### src/rtl/regfile_wb_arbiter.sv
// -----------------------------------------------------------------------------
// regfile_wb_arbiter
//
// Purpose:
//   Shares the single register-file write port between two writeback
//   requesters: ALU/CSR (req0) and the load unit (req1). Arbitration is
//   round-robin. The block also keeps a per-register pending-write scoreboard
//   that decode uses to detect RAW hazards.
//
// Optional feature (compile-time macro RF_WB_FWD_EN):
//   When defined, the block adds o_fwd_rs1/o_fwd_rs2/o_fwd_data. A source
//   register that is being written in the current cycle is reported as not
//   busy and its value is forwarded from the registered write data.
//   When undefined, a source register stays busy through its write cycle.
//
// Ports:
//   i_clk, i_rst                 clock (rising edge), synchronous active-high reset
//   i_req0_valid/rd/data         ALU writeback request
//   o_req0_ready                 ALU request accepted this cycle
//   i_req1_valid/rd/data         load writeback request
//   o_req1_ready                 load request accepted this cycle
//   i_issue_valid, i_issue_rd    decode issued an instruction writing rd
//   i_flush                      pipeline flush, clears all pending bits
//   i_rs1, i_rs2                 decode source registers to check
//   o_busy_rs1, o_busy_rs2       source has a pending write (combinational)
//   o_fwd_rs1/rs2, o_fwd_data    forwarding outputs (RF_WB_FWD_EN only)
//   o_rf_we/waddr/wdata          registered register-file write port
// -----------------------------------------------------------------------------
module regfile_wb_arbiter #(
  parameter int NREGS = 32,
  parameter int XLEN  = 32
) (
  input  logic            i_clk,
  input  logic            i_rst,
  input  logic            i_req0_valid,
  input  logic [4:0]      i_req0_rd,
  input  logic [XLEN-1:0] i_req0_data,
  output logic            o_req0_ready,
  input  logic            i_req1_valid,
  input  logic [4:0]      i_req1_rd,
  input  logic [XLEN-1:0] i_req1_data,
  output logic            o_req1_ready,
  input  logic            i_issue_valid,
  input  logic [4:0]      i_issue_rd,
  input  logic            i_flush,
  input  logic [4:0]      i_rs1,
  input  logic [4:0]      i_rs2,
  output logic            o_busy_rs1,
  output logic            o_busy_rs2,
`ifdef RF_WB_FWD_EN
  output logic            o_fwd_rs1,
  output logic            o_fwd_rs2,
  output logic [XLEN-1:0] o_fwd_data,
`endif
  output logic            o_rf_we,
  output logic [4:0]      o_rf_waddr,
  output logic [XLEN-1:0] o_rf_wdata
);

  // lastGrant_q = 1 means req1 was granted last, so req0 wins the next tie.
  logic            lastGrant_q, lastGrant_d;
  logic            grant0, grant1, accept;
  logic [4:0]      selRd;
  logic [XLEN-1:0] selData;

  logic            rfWe_q, rfWe_d;
  logic [4:0]      rfWaddr_q, rfWaddr_d;
  logic [XLEN-1:0] rfWdata_q, rfWdata_d;

  logic [NREGS-1:0] pending_q, pending_d;

  // Round-robin grant; never grants while reset is held.
  always_comb begin
    grant0 = 1'b0;
    grant1 = 1'b0;
    if (!i_rst) begin
      if (i_req0_valid && (!i_req1_valid || lastGrant_q)) grant0 = 1'b1;
      if (i_req1_valid && (!i_req0_valid || !lastGrant_q)) grant1 = 1'b1;
    end
  end

  assign accept       = grant0 | grant1;
  assign selRd        = grant1 ? i_req1_rd   : i_req0_rd;
  assign selData      = grant1 ? i_req1_data : i_req0_data;
  assign o_req0_ready = grant0;
  assign o_req1_ready = grant1;

  // Next-state for the pointer and the write port. An accepted write to x0
  // is consumed but never reaches the register file.
  always_comb begin
    lastGrant_d = lastGrant_q;
    if (grant0) lastGrant_d = 1'b0;
    else if (grant1) lastGrant_d = 1'b1;

    rfWe_d    = accept && (selRd != 5'd0);
    rfWaddr_d = rfWaddr_q;
    rfWdata_d = rfWdata_q;
    if (accept) begin
      rfWaddr_d = selRd;
      rfWdata_d = selData;
    end
  end

  // Scoreboard next-state: flush (or retiring write) clears first, then a
  // new issue sets, so a re-issue of the register being written keeps it busy.
  always_comb begin
    pending_d = pending_q;
    if (i_flush) begin
      pending_d = '0;
    end else if (rfWe_q) begin
      pending_d[rfWaddr_q] = 1'b0;
    end
    if (i_issue_valid && (i_issue_rd != 5'd0)) begin
      pending_d[i_issue_rd] = 1'b1;
    end
    pending_d[0] = 1'b0;
  end

  // State registers.
  always_ff @(posedge i_clk) begin
    if (i_rst) begin
      lastGrant_q <= 1'b1;
      rfWe_q      <= 1'b0;
      rfWaddr_q   <= 5'd0;
      rfWdata_q   <= '0;
      pending_q   <= '0;
    end else begin
      lastGrant_q <= lastGrant_d;
      rfWe_q      <= rfWe_d;
      rfWaddr_q   <= rfWaddr_d;
      rfWdata_q   <= rfWdata_d;
      pending_q   <= pending_d;
    end
  end

  assign o_rf_we    = rfWe_q;
  assign o_rf_waddr = rfWaddr_q;
  assign o_rf_wdata = rfWdata_q;

`ifdef RF_WB_FWD_EN
  logic hitRs1, hitRs2;

  // A source being written this cycle is served from the write data.
  assign hitRs1     = rfWe_q && (rfWaddr_q == i_rs1) && (i_rs1 != 5'd0);
  assign hitRs2     = rfWe_q && (rfWaddr_q == i_rs2) && (i_rs2 != 5'd0);
  assign o_busy_rs1 = pending_q[i_rs1] && !hitRs1;
  assign o_busy_rs2 = pending_q[i_rs2] && !hitRs2;
  assign o_fwd_rs1  = hitRs1;
  assign o_fwd_rs2  = hitRs2;
  assign o_fwd_data = rfWdata_q;
`else
  assign o_busy_rs1 = pending_q[i_rs1];
  assign o_busy_rs2 = pending_q[i_rs2];
`endif

endmodule

### config.mk
export PLATFORM = sky130hd
export DESIGN_NAME = regfile_wb_arbiter
export DESIGN_NICKNAME = d
export VERILOG_FILES = /design/src/rtl/regfile_wb_arbiter.sv
export SDC_FILE = /design/constraint.sdc
export NUM_CORES = 1
export LEC_CHECK = 0
export ABC_AREA = 1
export CORE_MARGIN = 2
export CORE_UTILIZATION = 40
export CTS_BUF_LIST = sky130_fd_sc_hd__clkbuf_4
export DETAILED_ROUTE_END_ITERATION = 10
export DONT_BUFFER_PORTS = 1
export GPL_TIMING_DRIVEN = 1
export PLACE_DENSITY = 0.64
export SLEW_MARGIN = 15
export SYNTH_ARGS = -nofsm -noshare
export SYNTH_HDL_FRONTEND = slang
export SYNTH_SLANG_ARGS = --single-unit
### constraint.sdc
create_clock -name i_clk -period 1.8 [get_ports i_clk]
set_input_delay 0.36 -clock i_clk [delete_from_list [all_inputs] [get_ports i_clk]]
set_output_delay 0.36 -clock i_clk [all_outputs]
set_load 0.01 [all_outputs]
==> reports/qor.txt, run 1 <==
RR Endpoint: pending_q[14]
Longest Clk Path Bufs: 2
Mapped Nets: 672
Vias in the first global route: 3658
Period minus WS final: 1728 ps
Hold EP: o_rf_waddr[2]
GPL Wtd Cong: 0.8644
Synth unique cells: 22
Die area: 10050 sq um
Row Count: 35
Finished Core Util: 45.25%
Initial Util: 40.69%
I/O Buffers: 0
Worst vdd ir: 361.0 uV
Ys Warns: 0
Routed length per placed instance: 16.38 um
Die Wd: 100.3 um
Critical path buffers and inverters: 0
Area growth from synthesis to layout: 11.21%
Initial DRC Count: 387
Seq/Total Area, Yosys: 37.81%
Crit-path leading delay family: simple AND/OR/NAND/NOR gates
DP HPWL: 8140 um
First-pass GRT wire length: 18020 um
Max-cap violations: 0
Fraction of final layout cells sized beyond drive strength 1: 12.76%
Placed cells: 669
H-tree levels: 3
Die Ht: 100.3 um
Ratio of final minimum period to clock period: 96.00%
Worst Setup End Kind: primary output
Post-synthesis cell count: 577
# diodes: 0
Post-Syn Area per Cell: 6.423 sq um
Initial antenna violation count: 0
Clock Sinks: 70
Num CTS Buffers: 9
Grt ovf: 0
Leakage: 1.554 nW
Hold Crit Start: i_rst
Largest stage delay, worst path: 370 ps
Detailed Routing Iterations Pass 1: 5
Hold path cells: 3
Worst reg2reg startpoint: o_rf_waddr[3]
Crit-path max FO: 3
DRC Markers: 0
Synthesis-stage register bit count: 70
R2R depth: 5
Fin Clk Skew: 8.425 ps
Slew of the pin with the lowest slew margin: 593.6 ps
TritonCTS clock tree: done
Fmax: 578.7 MHz
Final Slew Violations: 0
Non-Filler Instances: 691
Critical path arrival: 1370 ps
Power consumption: 3.240 mW
Post-Route WL: 11320 um
Max-slew headroom: 60.12%
Crit path cell chain: nand2_1 -> nand3_1 -> nand3_2 -> nand2_1 -> nand2_1 -> nand2_1 -> nand2_1 -> nand2_2
Largest net degree at the start of global routing: 57
Synthesized area: 3706 sq um
Root buffer selected by CTS: clkbuf_4
Crit start category: register
Unrepaired setup endpoints after global routing: yes
Nets: 671
Core ar.: 9109 sq um
I/O pin total: 137
Post-route ant nets: 0
CP most frequent cell: nand2_1
CTS clk-pin slew, worst paths: 110 ps
Status: finished clean
Worst path required time: 1440 ps
# setup viols final: 0
Reg-to-reg slack, setup: 250 ps
Routed vias/inst: 5.722
DR vias: 3954
Fin. Hold Viols: 0
Post-Place Setup Slack: 167.3 ps
Slowest-stage cell, CP: dfxtp_2
Setup ws final: 71.97 ps
Tot GR Track Use: 22.54%
Clock Latency Late Sink: 420 ps
PwrDens: 786.1 nW/um^2
Crit path kind: register to primary output
Worst Hold Class: primary input to register
Fin Hold WS: 77.82 ps
through the flow:
step           setup TNS, ps  cell area (sq um)
5_1_grt               -38.73               4121
4_1_cts                    0               4009
2_1_floorplan              0               3706
6_report                   0               4121
3_3_place_gp               0               3819
3_5_place_dp               0               3819
logic make-up (layout without fill, tap and decap cells):
group / count (synthesis) / after routing / synth area share (%)
DFF: 70 / 70 / 37.81
AOI/OAI and AO/OA: 86 / 86 / 13.81
and+or+nand+nor: 347 / 347 / 39.87
buffers and inverters: 74 / 77 / 8.508
metal layers:
metal | vias to the layer above | wire length (um) | track usage [%]
met2 | 211 | 5392 | 37.58
met3 | 23 | 1186 | 5.641
met4 | 0 | 238 | 9.589
met1 | 1795 | 4500 | 27.64
met5 | - | 0 | 0
li1 | 1925 | - | -
cells in the mapped netlist:
library cell | number | area, sq um
a21oi_1 | 33 | 165.2
a21oi_2 | 1 | 8.760
a31oi_1 | 32 | 200.2
buf_1 | 4 | 15.01
buf_2 | 9 | 45.04
buf_4 | 3 | 22.52
buf_6 | 2 | 22.52
clkbuf_1 | 13 | 48.80
dfxtp_1 | 70 | 1401
inv_1 | 41 | 153.9
inv_2 | 2 | 7.510
nand2_1 | 212 | 795.8
nand2_2 | 2 | 12.51
nand3_1 | 110 | 550.5
nand3_2 | 1 | 10.01
nor2_1 | 4 | 15.01
nor2_2 | 1 | 6.260
nor3_1 | 15 | 75.07
o211ai_1 | 15 | 112.6
o21ai_0 | 3 | 15.01
o21ai_1 | 2 | 10.01
or2_2 | 2 | 12.51
registers in the layout, summed over array words and instances, names as in the netlist:
name,count
o_rf_wdata,32
pending_q,31
o_rf_waddr,5
lastGrant_q,1
o_rf_we,1
cells in the final DEF, fill, tap and decap left out, types with 3 or more instances in the layout:
cell	count
nand2_1	205
nand3_1	102
dfxtp_1	52
inv_1	41
a21oi_1	33
a31oi_1	32
dfxtp_2	17
o211ai_1	15
nor3_1	15
buf_4	13
clkbuf_4	10
nand2_2	9
nand3_2	9
nor2_1	4
buf_12	4
o21ai_0	3
clkinv_2	3
report_power, final:
group	internal, mW	switching (mW)
sequential	1.61	0.0790
combinational	0.148	0.286
clock	0.565	0.550
total	2.33	0.914
worst max-delay path by stage:
stage                   from          to  slack [ps]  depth (start not counted)
2_1_floorplan       i_rs2[0]  o_busy_rs2         180                         10
3_3_place_gp        i_rs2[0]  o_busy_rs2         160                          9
3_5_place_dp        i_rs2[0]  o_busy_rs2         170                          9
4_1_cts        pending_q[27]  o_busy_rs2          10                          8
5_1_grt        pending_q[28]  o_busy_rs2         -40                          8
6_report       pending_q[16]  o_busy_rs1          70                          8
cell type report:
type,instances,area [sq um]
inverter,43,161.4
clock buffer,10,75.07
multi-input combinational,433,2047
clock inverter,5,75.07
fill,932,4987
tap,111,138.9
sequential,70,1426
timing repair buffer,19,197.7
repair_timing:
item / in CTS / in global routing
resized for setup: 0 / 34
hold buffers: 3 / 0
setup buffers: 0 / 4
endpoints found under the setup margin: 0 / 2
hold endpoints to repair: 56 / 0
tightest hold or removal path: stages:
cell and delay (ps):
a21oi_1 20, nand2_1 50, inv_1 30
Power figures use the tool's default switching activity.
==> inputs of run 2 (changes only) <==
CORE_MARGIN = 1   (was 2)
SKIP_LAST_GASP = 1   (was default)
==> reports/qor.txt, run 2 (synthesized netlist as in run 1, its figures left out) <==
Status: finished with violations
Failing checks: DRC
Finished Core Util: 46.46% (+1.2 points)
Die Wd: 98.26 um (-2.0%)
Fin. Hold Viols: 0 (unchanged)
Crit start category: register
Commonest non-fill, non-tap cell in the layout: nand2_1
Max FFs per register: 32 (unchanged)
Initial Util: 41.88% (+1.2 points)
GR Util met3: 6.156% (+0.52 points)
CP most frequent cell: nand2_1
Initial DRC Count: 277 (-28%)
Critical path arrival: 1370 ps (about the same)
Worst Hold Class: primary input to register
Tot GR Track Use: 23.98% (+1.4 points)
Slowest-stage cell, CP: dfxtp_1
Die area: 9654 sq um (-4.0%)
DP HPWL: 8170 um (+0.36%)
First-pass GRT wire length: 18370 um (+1.9%)
Crit-path max FO: 3 (unchanged)
Worst path required time: 1440 ps (about the same)
Power consumption: 3.379 mW (+4.3%)
Routed vias/inst: 5.766 (+0.77%)
Worst Setup End Kind: primary output
Row Count: 34 (-2.9%)
Clock Sinks: 70 (unchanged)
Crit path cell chain: nand2_1 -> nand3_1 -> nand3_1 -> nand2_1 -> nand2_1 -> nand2_1 -> nand2_1 -> nand2_2
Core ar.: 8848 sq um (-2.9%)
Slew of the pin with the lowest slew margin: 671.0 ps (+77.35 ps)
DR vias: 3967 (+0.33%)
Post-route ant nets: 0 (unchanged)
Finished layout cell area: 4111 sq um (-0.24%)
Fin Clk Skew: 9.190 ps (+0.7651 ps)
Die Ht: 98.26 um (-2.0%)
Ratio of final minimum period to clock period: 96.05% (about the same)
Setup ws final: 71.05 ps (-0.9204 ps)
GPL Wtd Cong: 0.9304 (+7.6%)
Commonest non-fill, non-tap cells in the layout: nand2_1 (208), nand3_1 (108), dfxtp_1 (46), inv_1 (40), a21oi_1 (33)
Most Crowded Layer GR: met2
Largest stage delay, worst path: 410 ps (+40 ps)
Met2 GRT Util: 40.36% (+2.8 points)
GR met1 Demand/Resource: 29.70% (+2.1 points)
Fin Hold WS: 84.92 ps (+7.105 ps)
Setup TNS: 0 ps (unchanged)
Largest net degree at the start of global routing: 57 (unchanged)
DRC Markers: 4 (+4)
Final Slew Violations: 0 (unchanged)
Grt ovf: 0 (unchanged)
Initial antenna violation count: 0 (unchanged)
Placed Area: 3810 sq um (-0.23%)
Post-Place Setup Slack: 194.9 ps (+27.55 ps)
Crit-path leading delay family: simple AND/OR/NAND/NOR gates
Num CTS Buffers: 9 (unchanged)
Reg-to-reg slack, setup: 300 ps (+50 ps)
CTS clk-pin slew, worst paths: 110 ps (about the same)
Area growth from synthesis to layout: 10.94%
Crit path kind: register to primary output
Non-Filler Instances: 688 (-0.43%)
Fraction of final layout cells sized beyond drive strength 1: 12.07% (-0.69 points)
Unrepaired setup endpoints after global routing: yes
Critical path buffers and inverters: 0 (unchanged)
I/O pin total: 137 (unchanged)
Worst vdd ir: 415.6 uV (+15%)
# diodes: 0 (unchanged)
Root buffer selected by CTS: clkbuf_4
Max-cap violations: 0 (unchanged)
Post-Route WL: 11440 um (+1.1%)
I/O Buffers: 0 (unchanged)
Nets: 670 (-0.15%)
Placed cells: 667 (-0.30%)
Period minus WS final: 1729 ps (+0.9204 ps)
Longest Clk Path Bufs: 2 (unchanged)
Detailed Routing Iterations Pass 1: 8 (+3)
Routed length per placed instance: 16.63 um (+1.5%)
# setup viols final: 0 (unchanged)
Clock Latency Late Sink: 410 ps (about the same)
Leakage: 1.544 nW (-0.61%)
PwrDens: 821.9 nW/um^2 (+4.6%)
Fmax: 578.4 MHz (about the same)
Max-slew headroom: 54.93% (-5.2 points)
TritonCTS clock tree: done
H-tree levels: 3 (unchanged)
Vias in the first global route: 3735 (+2.1%)
[run 2: cell types whose count changed in the layout (fill, tap and decap cells not counted), sizes merged]
cell	previous run	this run
buf	17	16
inv	43	44
clkbuf	10	9
bufinv	2	3
[run 2: worst register-to-register path: cells and delay by family (launching register included)]
| family | cells | cell delay, ps |
|---|---|---|
| AND/OR/NAND/NOR | 3 | 630 |
| flip-flops | 1 | 540 |
| buffers and inverters | 1 | 150 |
| AO/OA/AOI/OAI | 1 | 70 |
[run 2: worst paths after layout]
kind	start	end	cells after the start
worst min-delay path	i_rst	o_rf_waddr[2]	3
worst max-delay path	pending_q[9]	o_busy_rs2	8
worst max register to register	o_rf_waddr[2]	pending_q[13]	5
worst min register to register	pending_q[6]	pending_q[6]	2
[run 2: timing repair]
item	CTS	global route
hold endpoints to repair	56	2
setup buffers	0	2
resized for setup	0	37
endpoints found under the setup margin	0	3
hold buffers	2	1
[run 2: layer usage]
metal	up-vias	wire length [um]
li1	1938	-
met1	1775	4666
met2	220	5435
met3	34	988
met4	0	347
met5	-	0
[run 2: final cells by class]
class,count,area [sq um]
fillers,930,4737
multi-input cells,433,2014
well taps,108,135.1
flip-flops and latches,70,1444
clock buffers,9,67.56
repair buffers,18,177.7
clock inverters,7,111.4
inverters,43,161.4
[run 2: report_power, final]
part	switching, mW	leakage, nW	total, mW	internal [mW]
logic	0.280	0.864	0.422	0.142
clock network	0.570	0.0954	1.27	0.697
registers	0.0832	0.584	1.69	1.61
